`src/rtl/zigbee_cdr_param.sv`:
```
// rtl/zigbee_cdr_param.sv - clock/data recovery: phase discriminator, symbol integrate-and-dump, early/late timing and lock
module zigbee_cdr_param #(
    parameter int PHASE_W  = 6,
    parameter int OSR      = 8,
    parameter int LOCK_CNT = 8,
    parameter int LOCK_TOL = 1
) (
    input  logic                      clk,
    input  logic                      resetn,
    input  logic                      enable_i,
    input  logic signed [PHASE_W-1:0] phase_i,
    input  logic                      valid_i,
    output logic                      data_o,
    output logic                      valid_o,
    output logic                      lock_o
);

    localparam int CNT_W = $clog2(OSR);
    localparam int XW    = CNT_W + 1;
    localparam int ACC_W = PHASE_W + $clog2(OSR) + 1;
    localparam int LCK_W = $clog2(LOCK_CNT + 1);

    // Sample-position boundaries, one bit wider than cnt so LOCK_TOL=0 cannot wrap
    localparam logic [XW-1:0]    K_HOLD_HI = XW'(OSR / 2 - 1);
    localparam logic [XW-1:0]    K_ADV_LO  = XW'(OSR / 2 + 1);
    localparam logic [XW-1:0]    K_ADV_HI  = XW'(OSR - 2);
    localparam logic [XW-1:0]    K_LAST    = XW'(OSR - 1);
    localparam logic [XW-1:0]    K_TOL_LO  = XW'(LOCK_TOL);
    localparam logic [XW-1:0]    K_TOL_HI  = XW'(OSR - LOCK_TOL);
    localparam logic [LCK_W-1:0] LOCK_MAX  = LCK_W'(LOCK_CNT);

    logic signed [PHASE_W-1:0] phase_prev;
    logic signed [ACC_W-1:0]   acc;
    logic [CNT_W-1:0]          cnt;
    logic                      first;
    logic                      prev_nz;
    logic                      prev_neg;
    logic                      corr_done;
    logic [LCK_W-1:0]          lock_cnt;
    logic                      data_q;
    logic                      valid_q;
    logic                      lock_q;

    logic signed [PHASE_W-1:0] dphi;
    logic                      dphi_nz;
    logic                      dphi_neg;
    logic                      trans;
    logic [XW-1:0]             k;
    logic                      in_hold;
    logic                      in_adv;
    logic                      in_tol;
    logic                      do_hold;
    logic                      do_adv;
    logic                      sym_end;
    logic signed [ACC_W-1:0]   acc_next;
    logic                      bit_next;
    logic [CNT_W-1:0]          cnt_next;
    logic [LCK_W-1:0]          lock_cnt_next;

    always_comb begin
        dphi     = phase_i - phase_prev;
        dphi_nz  = |dphi;
        dphi_neg = dphi[PHASE_W-1];
        acc_next = acc + {{(ACC_W - PHASE_W){dphi[PHASE_W-1]}}, dphi};
        bit_next = !acc_next[ACC_W-1] && (acc_next != '0);

        // A transition needs two opposite nonzero slopes; zero slopes are transparent
        trans = !first && dphi_nz && prev_nz && (dphi_neg != prev_neg);
        k     = {1'b0, cnt};

        in_hold = (k != '0) && (k <= K_HOLD_HI);
        in_adv  = (k >= K_ADV_LO) && (k <= K_ADV_HI);
        in_tol  = (k <= K_TOL_LO) || (k >= K_TOL_HI);
        do_hold = trans && !corr_done && in_hold;
        do_adv  = trans && !corr_done && in_adv;

        // An advance from OSR-2 lands on the last position, closing the symbol now
        sym_end = (k == K_LAST) || (do_adv && (k == K_ADV_HI));

        cnt_next = '0;
        if (!sym_end) begin
            if (do_hold) begin
                cnt_next = cnt;
            end else if (do_adv) begin
                cnt_next = cnt + CNT_W'(2);
            end else begin
                cnt_next = cnt + CNT_W'(1);
            end
        end

        lock_cnt_next = lock_cnt;
        if (trans) begin
            if (!in_tol) begin
                lock_cnt_next = '0;
            end else if (lock_cnt != LOCK_MAX) begin
                lock_cnt_next = lock_cnt + LCK_W'(1);
            end
        end
    end

    always_ff @(posedge clk or negedge resetn) begin
        if (!resetn) begin
            phase_prev <= '0;
            acc        <= '0;
            cnt        <= '0;
            first      <= 1'b1;
            prev_nz    <= 1'b0;
            prev_neg   <= 1'b0;
            corr_done  <= 1'b0;
            lock_cnt   <= '0;
            data_q     <= 1'b0;
            valid_q    <= 1'b0;
            lock_q     <= 1'b0;
        end else if (!enable_i) begin
            phase_prev <= '0;
            acc        <= '0;
            cnt        <= '0;
            first      <= 1'b1;
            prev_nz    <= 1'b0;
            prev_neg   <= 1'b0;
            corr_done  <= 1'b0;
            lock_cnt   <= '0;
            data_q     <= 1'b0;
            valid_q    <= 1'b0;
            lock_q     <= 1'b0;
        end else begin
            valid_q <= 1'b0;
            if (valid_i) begin
                phase_prev <= phase_i;
                if (first) begin
                    first <= 1'b0;
                end else begin
                    if (dphi_nz) begin
                        prev_nz  <= 1'b1;
                        prev_neg <= dphi_neg;
                    end
                    lock_cnt <= lock_cnt_next;
                    lock_q   <= (lock_cnt_next == LOCK_MAX);
                    cnt      <= cnt_next;
                    if (do_hold || do_adv) begin
                        corr_done <= 1'b1;
                    end
                    if (sym_end) begin
                        data_q    <= bit_next;
                        valid_q   <= 1'b1;
                        acc       <= '0;
                        corr_done <= 1'b0;
                    end else begin
                        acc <= acc_next;
                    end
                end
            end
        end
    end

    // Soft disable silences the outputs in the same cycle, ahead of the clear edge
    assign data_o  = data_q & enable_i;
    assign valid_o = valid_q & enable_i;
    assign lock_o  = lock_q & enable_i;

endmodule

```
`config.mk`:
```
export PLATFORM = sky130hd
export DESIGN_NAME = zigbee_cdr_param
export DESIGN_NICKNAME = d
export VERILOG_FILES = /design/src/rtl/zigbee_cdr_param.sv
export SDC_FILE = /design/constraint.sdc
export NUM_CORES = 1
export LEC_CHECK = 0
export BUFFER_PORTS_ARGS = -buffer_cell sky130_fd_sc_hd__buf_2
export CAP_MARGIN = 20
export CORE_ASPECT_RATIO = 1.5
export CORE_MARGIN = 5
export CORE_UTILIZATION = 53
export CTS_BUF_LIST = sky130_fd_sc_hd__clkbuf_2 sky130_fd_sc_hd__clkbuf_4 sky130_fd_sc_hd__clkbuf_8
export DETAILED_ROUTE_END_ITERATION = 8
export GPL_TIMING_DRIVEN = 0
export PLACE_DENSITY = 0.81
export SLEW_MARGIN = 5
export SYNTH_ARGS = -nofsm -noshare
export SYNTH_HDL_FRONTEND = slang
export SYNTH_SLANG_ARGS = --single-unit
export TNS_END_PERCENT = 20
```
`constraint.sdc`:
```
create_clock -name clk -period 3.8 [get_ports clk]
set_input_delay 0.76 -clock clk [delete_from_list [all_inputs] [get_ports clk]]
set_output_delay 0.76 -clock clk [all_outputs]
set_load 0.01 [all_outputs]
```
==> metrics.csv, run 1 <==
stage;metric;value;unit
die;die span in x;63.4;um
die;Vert. Die Dim;90.1;um
detailed_routing;routed vias;1749;
logic_synthesis;#FFs+latches synth;30;
worst_setup_path;R2R Setup Slk;400;ps
worst_setup_path;CP startpoint kind;primary input;
layout;final core area utilization;59.9;%
logic_synthesis;mux cell area share after synthesis;3.09;%
worst_setup_path;Largest delay share family, worst path;simple AND/OR/NAND/NOR gates;
clock_tree;Root Buffer;clkbuf_8;
global_routing;vias in the first global route;1819;
sta;Tightest Pin Transition;916;ps
power;cell-internal power;607;uW
logic_synthesis;XOR/XNOR Fraction of Synth Area;4.20;%
logic_synthesis;ys async rst share;100;%
worst_setup_path;FF-to-FF End;data_q;
worst_setup_path;crit-path max FO;3;
clock_tree;cts bufs inserted;5;
logic_synthesis;Gate Count Post-Synth;234;
global_routing;first-pass GRT wire length;7620;um
sta;Final min period;3620;ps
placed_design;Port Buffers;11;
sta;Fmax;0.277;GHz
worst_setup_path;Max stage delay cell, worst path;or4_1;
sta;Min Hold Slack;485;ps
logic_synthesis;Avg Inst Size Synth;9.68;um^2
die;full die area;0.00571;mm^2
global_routing;initial antenna violation count;0;
detailed_routing;DRC viols;0;
placed_design;dpl hpwl;3330;um
clock_tree;buffer depth of the longest clock path;2;
layout;most common cell after layout, fill and taps aside;dfrtp_1;
logic_synthesis;Cell Area, Synth;0.00226;mm^2
logic_synthesis;Compound-Gate Fraction of Synth Area;22.9;%
logic_synthesis;main combinational cell family by area after synthesis;compound AO/OA/AOI/OAI gates;
power;combinational power share;29.8;%
worst_setup_path;Setup CP Type;primary input to flop;
logic_synthesis;top cells by area, synth;dfrtp_1, ha_1, nor2_1;
die;IO Pins;13;
global_routing;GRT Overall Usage;16.1;%
worst_setup_path;Buf/Inv on CP;2;
worst_setup_path;worst endpoint data arrival time;3770;ps
clock_tree;Clock Pin Slew Worst Setup and Hold Paths;60;ps
global_routing;gr ovfl total;0;
layout;ANT cells;0;
placed_design;Area after DPL;0.00238;mm^2
sta;Clock Skews;2.86;ps
clock_tree;worst skew pair latency;280;ps
worst_setup_path;Worst EP required;3960;ps
layout;fillers;343;
detailed_routing;final WL;4380;um
run;max cap viols;0;
logic_synthesis;Adder-Cell Fraction of Synth Area;16.1;%
detailed_routing;antenna-violating nets left;0;
power;sw power;287;uW
hold_path;Hold Path Cell Cnt;2;
power;static leakage power;1.22;nW
power;Clock power frac;30.4;%
hold_path;Hold EP;lock_q;
layout;most frequent cells in the layout;dfrtp_1, nor2_1, ha_1;
worst_setup_path;Max stage delay on crit path;560;ps
worst_setup_path;CP cell instances;buf_2 > inv_1 > ha_1 > fa_1 > nand2b_1 > a21oi_2 > xor2_2 > ha_1 > o21ai_0 > nor2_1 > o21a_1 > nor2_1 > xnor2_1 > or4_1 > nor3_2 > o41ai_2;
sta;Pins Over Slew Limit;0;
logic_synthesis;Net Count, Synth;272;
hold_path;HP Start;lock_q;
die;Starting Density;54.3;%
power;Seq pwr share;39.8;%
hold_path;Hold Path Class;flop to flop;
sta;Max-slew headroom;38.6;%
logic_synthesis;top cell type by total area after synthesis;dfrtp_1;
worst_setup_path;origin of the worst setup path;phase_i[0];
power;Max VDD drop;0.000297;V
detailed_routing;Starting DRT DRC Count;71;
sta;Setup violations, final;0;
sta;Fin. Hold Viols;0;
detailed_routing;vias per inst;5.83;
die;FP Rows;29;
layout;Finished Cell Area;0.00250;mm^2
logic_synthesis;count of cell types in the netlist;52;
logic_synthesis;number of synthesized flops with an enable pin;0;
power;Switching Share;32.1;%
global_routing;largest net degree at the start of global routing;31;
logic_synthesis;simple-gate share of the synthesized area;15.8;%
logic_synthesis;Post-synth top flop;dfrtp_1;
logic_synthesis;share of the synthesized area in the top cell type;32.0;%
sta;Setup TNS Final;0;ps
worst_setup_path;critical path endpoint category;flop;
worst_setup_path;FF-to-FF path depth;14;
power;pwr/cell area;358;mW/mm^2
layout;Layout Nets;291;
placed_design;GP Congestion;0.806;
logic_synthesis;Seq/Total Area, Yosys;33.2;%
clock_tree;clk sinks;30;
clock_tree;CTS Hold Bufs;0;
sta;fin crit share;95.2;%
detailed_routing;DR WL/cell;14.6;um
outcome;status;finished clean;
clock_tree;CTS tree;built;
worst_setup_path;Reg-to-Reg Start;phase_prev[0];
clock_tree;H-Tree Depth;2;
logic_synthesis;Yosys warnings;0;
detailed_routing;drt pass-1 iters;4;
layout;area added between synthesis and finish;10.4;%
layout;share of layout cells above drive strength 1;15.7;%
die;Core Footprint;0.00417;mm^2
[cell type report]
class | count | area (um^2) | share of cell area (%)
inverters | 21 | 78.8 | 3.15
plain buffers | 5 | 27.5 | 1.10
clock buffers | 7 | 90.1 | 3.60
multi-input cells | 178 | 1430 | 57.1
well taps | 46 | 57.6 | 2.30
flip-flops and latches | 30 | 752 | 30.1
repair buffers | 12 | 62.6 | 2.50
clock inverters | 1 | 5.00 | 0.200
[timing repair]
action                                  in CTS  in global routing
pin swaps                                    0                  1
resized for setup                            1                  2
setup buffers                                0                  1
endpoints found under the setup margin       1                  1
[routing by layer]
| layer | track usage [%] | wire [um] | up-vias |
|---|---|---|---|
| met2 | 28.3 | 2330 | 27 |
| met5 | 0 | 0 | - |
| li1 | - | - | 881 |
| met4 | 7.11 | 97 | 0 |
| met3 | 3.24 | 114 | 11 |
| met1 | 18.2 | 1830 | 830 |
[power groups by stage]
stage	clock, mW	sequential, mW	combinational [mW]
4_1_cts	0.279	0.356	0.260
3_5_place_dp	0	0.361	0.257
6_report	0.272	0.356	0.267
3_3_place_gp	0	0.360	0.249
2_1_floorplan	0	0.357	0.204
5_1_grt	0.288	0.359	0.300
[synth_stat cells, types with 2 or more instances]
| cell type | count |
|---|---|
| or4_1 | 3 |
| xor2_1 | 4 |
| dfrtp_1 | 29 |
| inv_2 | 2 |
| o21ai_0 | 7 |
| inv_1 | 19 |
| nor2_1 | 28 |
| o21ai_1 | 4 |
| a21oi_2 | 2 |
| or2_2 | 2 |
| xnor2_1 | 5 |
| a22o_1 | 12 |
| nor3_1 | 5 |
| a211oi_1 | 6 |
| o2bb2ai_1 | 3 |
| o41ai_2 | 2 |
| nand2b_1 | 2 |
| o32ai_1 | 2 |
| and2_1 | 5 |
| a21o_1 | 3 |
| a21oi_1 | 9 |
| mux2i_1 | 7 |
| fa_1 | 2 |
| nand2_1 | 8 |
| o21a_1 | 5 |
| clkbuf_1 | 3 |
| and2b_1 | 2 |
| ha_1 | 26 |
| a31oi_1 | 4 |
[per-stage QoR]
stage	total power, mW	std cells	setup WS, ps
2_1_floorplan	0.561	234	145
3_3_place_gp	0.609	291	-287
3_5_place_dp	0.618	291	-321
4_1_cts	0.894	299	50.6
5_1_grt	0.947	300	-26.9
6_report	0.894	300	184
[how the worst max path moves through the flow]
| stage | to | cells after the start |
|---|---|---|
| final | data_q | 16 |
| after global routing | data_q | 16 |
| after CTS | data_q | 16 |
| after detailed placement | data_q | 16 |
| after global placement | data_q | 16 |
| after floorplan | data_q | 15 |
[state kept, by name, summed over array words and instances (netlist names)]
signal / flops
acc: 10
cnt: 3
corr_done: 1
data_q: 1
first: 1
lock_cnt: 4
lock_q: 1
phase_prev: 6
prev_neg: 1
prev_nz: 1
valid_q: 1
[kinds of logic after synthesis]
| kind of cell | after synthesis |
|---|---|
| buffers and inverters | 26 |
| muxes | 7 |
| DFF | 30 |
| xor gates and xnor gates | 10 |
| and+or+nand+nor | 66 |
| AOI/OAI and AO/OA | 67 |
| adders and majority gates | 28 |
[worst register-to-register path: stages, from the launching register on]
cell and delay, ps:
dfrtp_1 380, ha_1 210, fa_1 420, nand2b_1 180, a21oi_2 170, xor2_2 200, ha_1 280, o21ai_0 80
nor2_1 80, o21a_1 190, nor2_1 120, xnor2_1 90, or4_1 560, nor3_2 230, o41ai_2 90
Note: power is estimated with default switching activity, not from simulation.
==> run 2, diff against run 1 <==
Settings changed: RECOVER_POWER set to 50.
Clock period 3.8 ns to 4.2 ns, I/O delays scaled along.
==> metrics.csv, run 2 (synthesized netlist as in run 1, its figures left out) <==
stage;metric;value;unit
global_routing;largest net degree at the start of global routing;31;
die;Vert. Die Dim;90.1;um
detailed_routing;drt pass-1 iters;4;
detailed_routing;antenna-violating nets left;0;
worst_setup_path;R2R Setup Slk;620;ps
global_routing;GRT Overall Usage;16.0;%
clock_tree;Root Buffer;clkbuf_8;
sta;RSZ-0062 raised after global routing;false;
sta;fin crit share;92.3;%
hold_path;Hold Path Class;flop to flop;
detailed_routing;final WL;4380;um
layout;fillers;352;
global_routing;gr ovfl total;0;
worst_setup_path;FF-to-FF path depth;14;
outcome;failing checks;max-capacitance violations, max-slew violations;
placed_design;dpl hpwl;3330;um
clock_tree;clk sinks;30;
placed_design;Port Buffers;11;
layout;final core area utilization;59.2;%
detailed_routing;DRC viols;0;
global_routing;vias in the first global route;1817;
outcome;status;finished with violations;
layout;max reg flops;10;
worst_setup_path;Setup CP Type;primary input to flop;
layout;registers with the most flip-flops;acc x10, phase_prev x6, lock_cnt x4;
die;Starting Density;54.3;%
die;full die area;0.00571;mm^2
clock_tree;CTS tree;built;
worst_setup_path;CP startpoint kind;primary input;
die;die span in x;63.4;um
clock_tree;setup bufs post-CTS;0;
clock_tree;Clock Pin Slew Worst Setup and Hold Paths;60;ps
layout;most common cell after layout, fill and taps aside;dfrtp_1;
global_routing;initial antenna violation count;0;
clock_tree;H-Tree Depth;2;
layout;Top reg by flops;acc;
worst_setup_path;Worst EP required;4360;ps
detailed_routing;Starting DRT DRC Count;82;
clock_tree;Post-CTS Resized;0;
layout;share of layout cells above drive strength 1;13.8;%
sta;Tightest Pin Transition;1640;ps
die;Core Footprint;0.00417;mm^2
power;Max VDD drop;0.000270;V
clock_tree;worst skew pair latency;280;ps
power;pwr/cell area;324;mW/mm^2
clock_tree;CTS Hold Bufs;0;
sta;Pins Over Slew Limit;31;
worst_setup_path;critical path endpoint category;flop;
worst_setup_path;worst endpoint data arrival time;4030;ps
worst_setup_path;crit path to;data_q;
worst_setup_path;Reg-to-Reg Start;phase_prev[0];
worst_setup_path;FF-to-FF End;data_q;
die;IO Pins;13;
layout;most frequent cells in the layout;dfrtp_1, nor2_1, ha_1;
detailed_routing;routed vias;1757;
placed_design;GP Congestion;0.806;
sta;Final min period;3880;ps
layout;area added between synthesis and finish;9.12;%
power;static leakage power;1.21;nW
sta;Fin. Hold Viols;0;
layout;Final Non-Filler Cells;299;
sta;Fmax;0.258;GHz
sta;Clock Skews;4.45;ps
sta;Max-slew headroom;-9.41;%
worst_setup_path;crit-path max FO;3;
sta;Setup violations, final;0;
clock_tree;cts bufs inserted;5;
detailed_routing;vias per inst;5.88;
global_routing;first-pass GRT wire length;7610;um
layout;Layout Nets;290;
placed_design;Inst Count DP;291;
layout;ANT cells;0;
run;max cap viols;1;
clock_tree;buffer depth of the longest clock path;2;
die;FP Rows;29;
detailed_routing;DR WL/cell;14.6;um
worst_setup_path;origin of the worst setup path;phase_i[0];
==> run 2: changes by cell type in the layout (fill, tap and decap cells not counted) <==
cell	delta
buf_2	-1
buf_4	-1
clkbuf_1	+1
nor3_1	+1
nor3_2	-1
xnor2_1	+1
xnor2_2	-1
xor2_1	+1
xor2_2	-1
==> run 2: layer usage <==
metal,global-route usage [%],share of wire (%)
met1,18.1,43
met4,7.11,2.2
met5,0,0
met2,28.3,52
met3,3.24,2.6
==> run 2: through the flow <==
step / total power, mW / setup WS [ps] / instance area, um^2 / TNS, ps / hold WS, ps
global route: 0.847 / 156 / 2470 / 0 / 537
finish: 0.801 / 323 / 2470 / 0 / 485
global placement: 0.551 / 33.1 / 2380 / 0 / 462
CTS: 0.807 / 289 / 2470 / 0 / 489
detailed placement: 0.559 / -0.719 / 2380 / -0.719 / 474
floorplan: 0.508 / 465 / 2260 / 0 / 440
==> run 2: worst min-delay path by stage <==
stage	from	slack, ps	cells past startpoint	end
finish	lock_q	480	2	lock_q
global route	acc[8]	540	1	acc[8]
CTS	lock_q	490	2	lock_q
detailed placement	lock_q	470	2	lock_q
global placement	lock_q	460	2	lock_q
floorplan	lock_q	440	2	lock_q
==> run 2: final cells by class <==
cell class | instances | area [um^2] | area share, %
multi-input combinational | 178 | 1410 | 56.9
timing repair buffer | 11 | 53.8 | 2.18
inverter | 21 | 78.8 | 3.19
clock buffer | 7 | 90.1 | 3.65
buffer | 5 | 27.5 | 1.11
clock inverter | 1 | 5.00 | 0.203
tap | 46 | 57.6 | 2.33
sequential | 30 | 752 | 30.4
==> run 2: where the power goes <==
group,switching (mW),internal (mW)
sequential,0.0150,0.307
clock,0.108,0.138
combinational,0.134,0.0984
total,0.257,0.544
==> run 2: worst max-delay path: stages <==
cell	delay, ps
buf_2	90
inv_1	40
ha_1	210
fa_1	400
nand2b_1	170
a21oi_2	130
xor2_1	350
ha_1	330
o21ai_0	80
nor2_1	80
o21a_1	190
nor2_1	120
xnor2_1	90
or4_1	530
nor3_1	300
o41ai_2	110
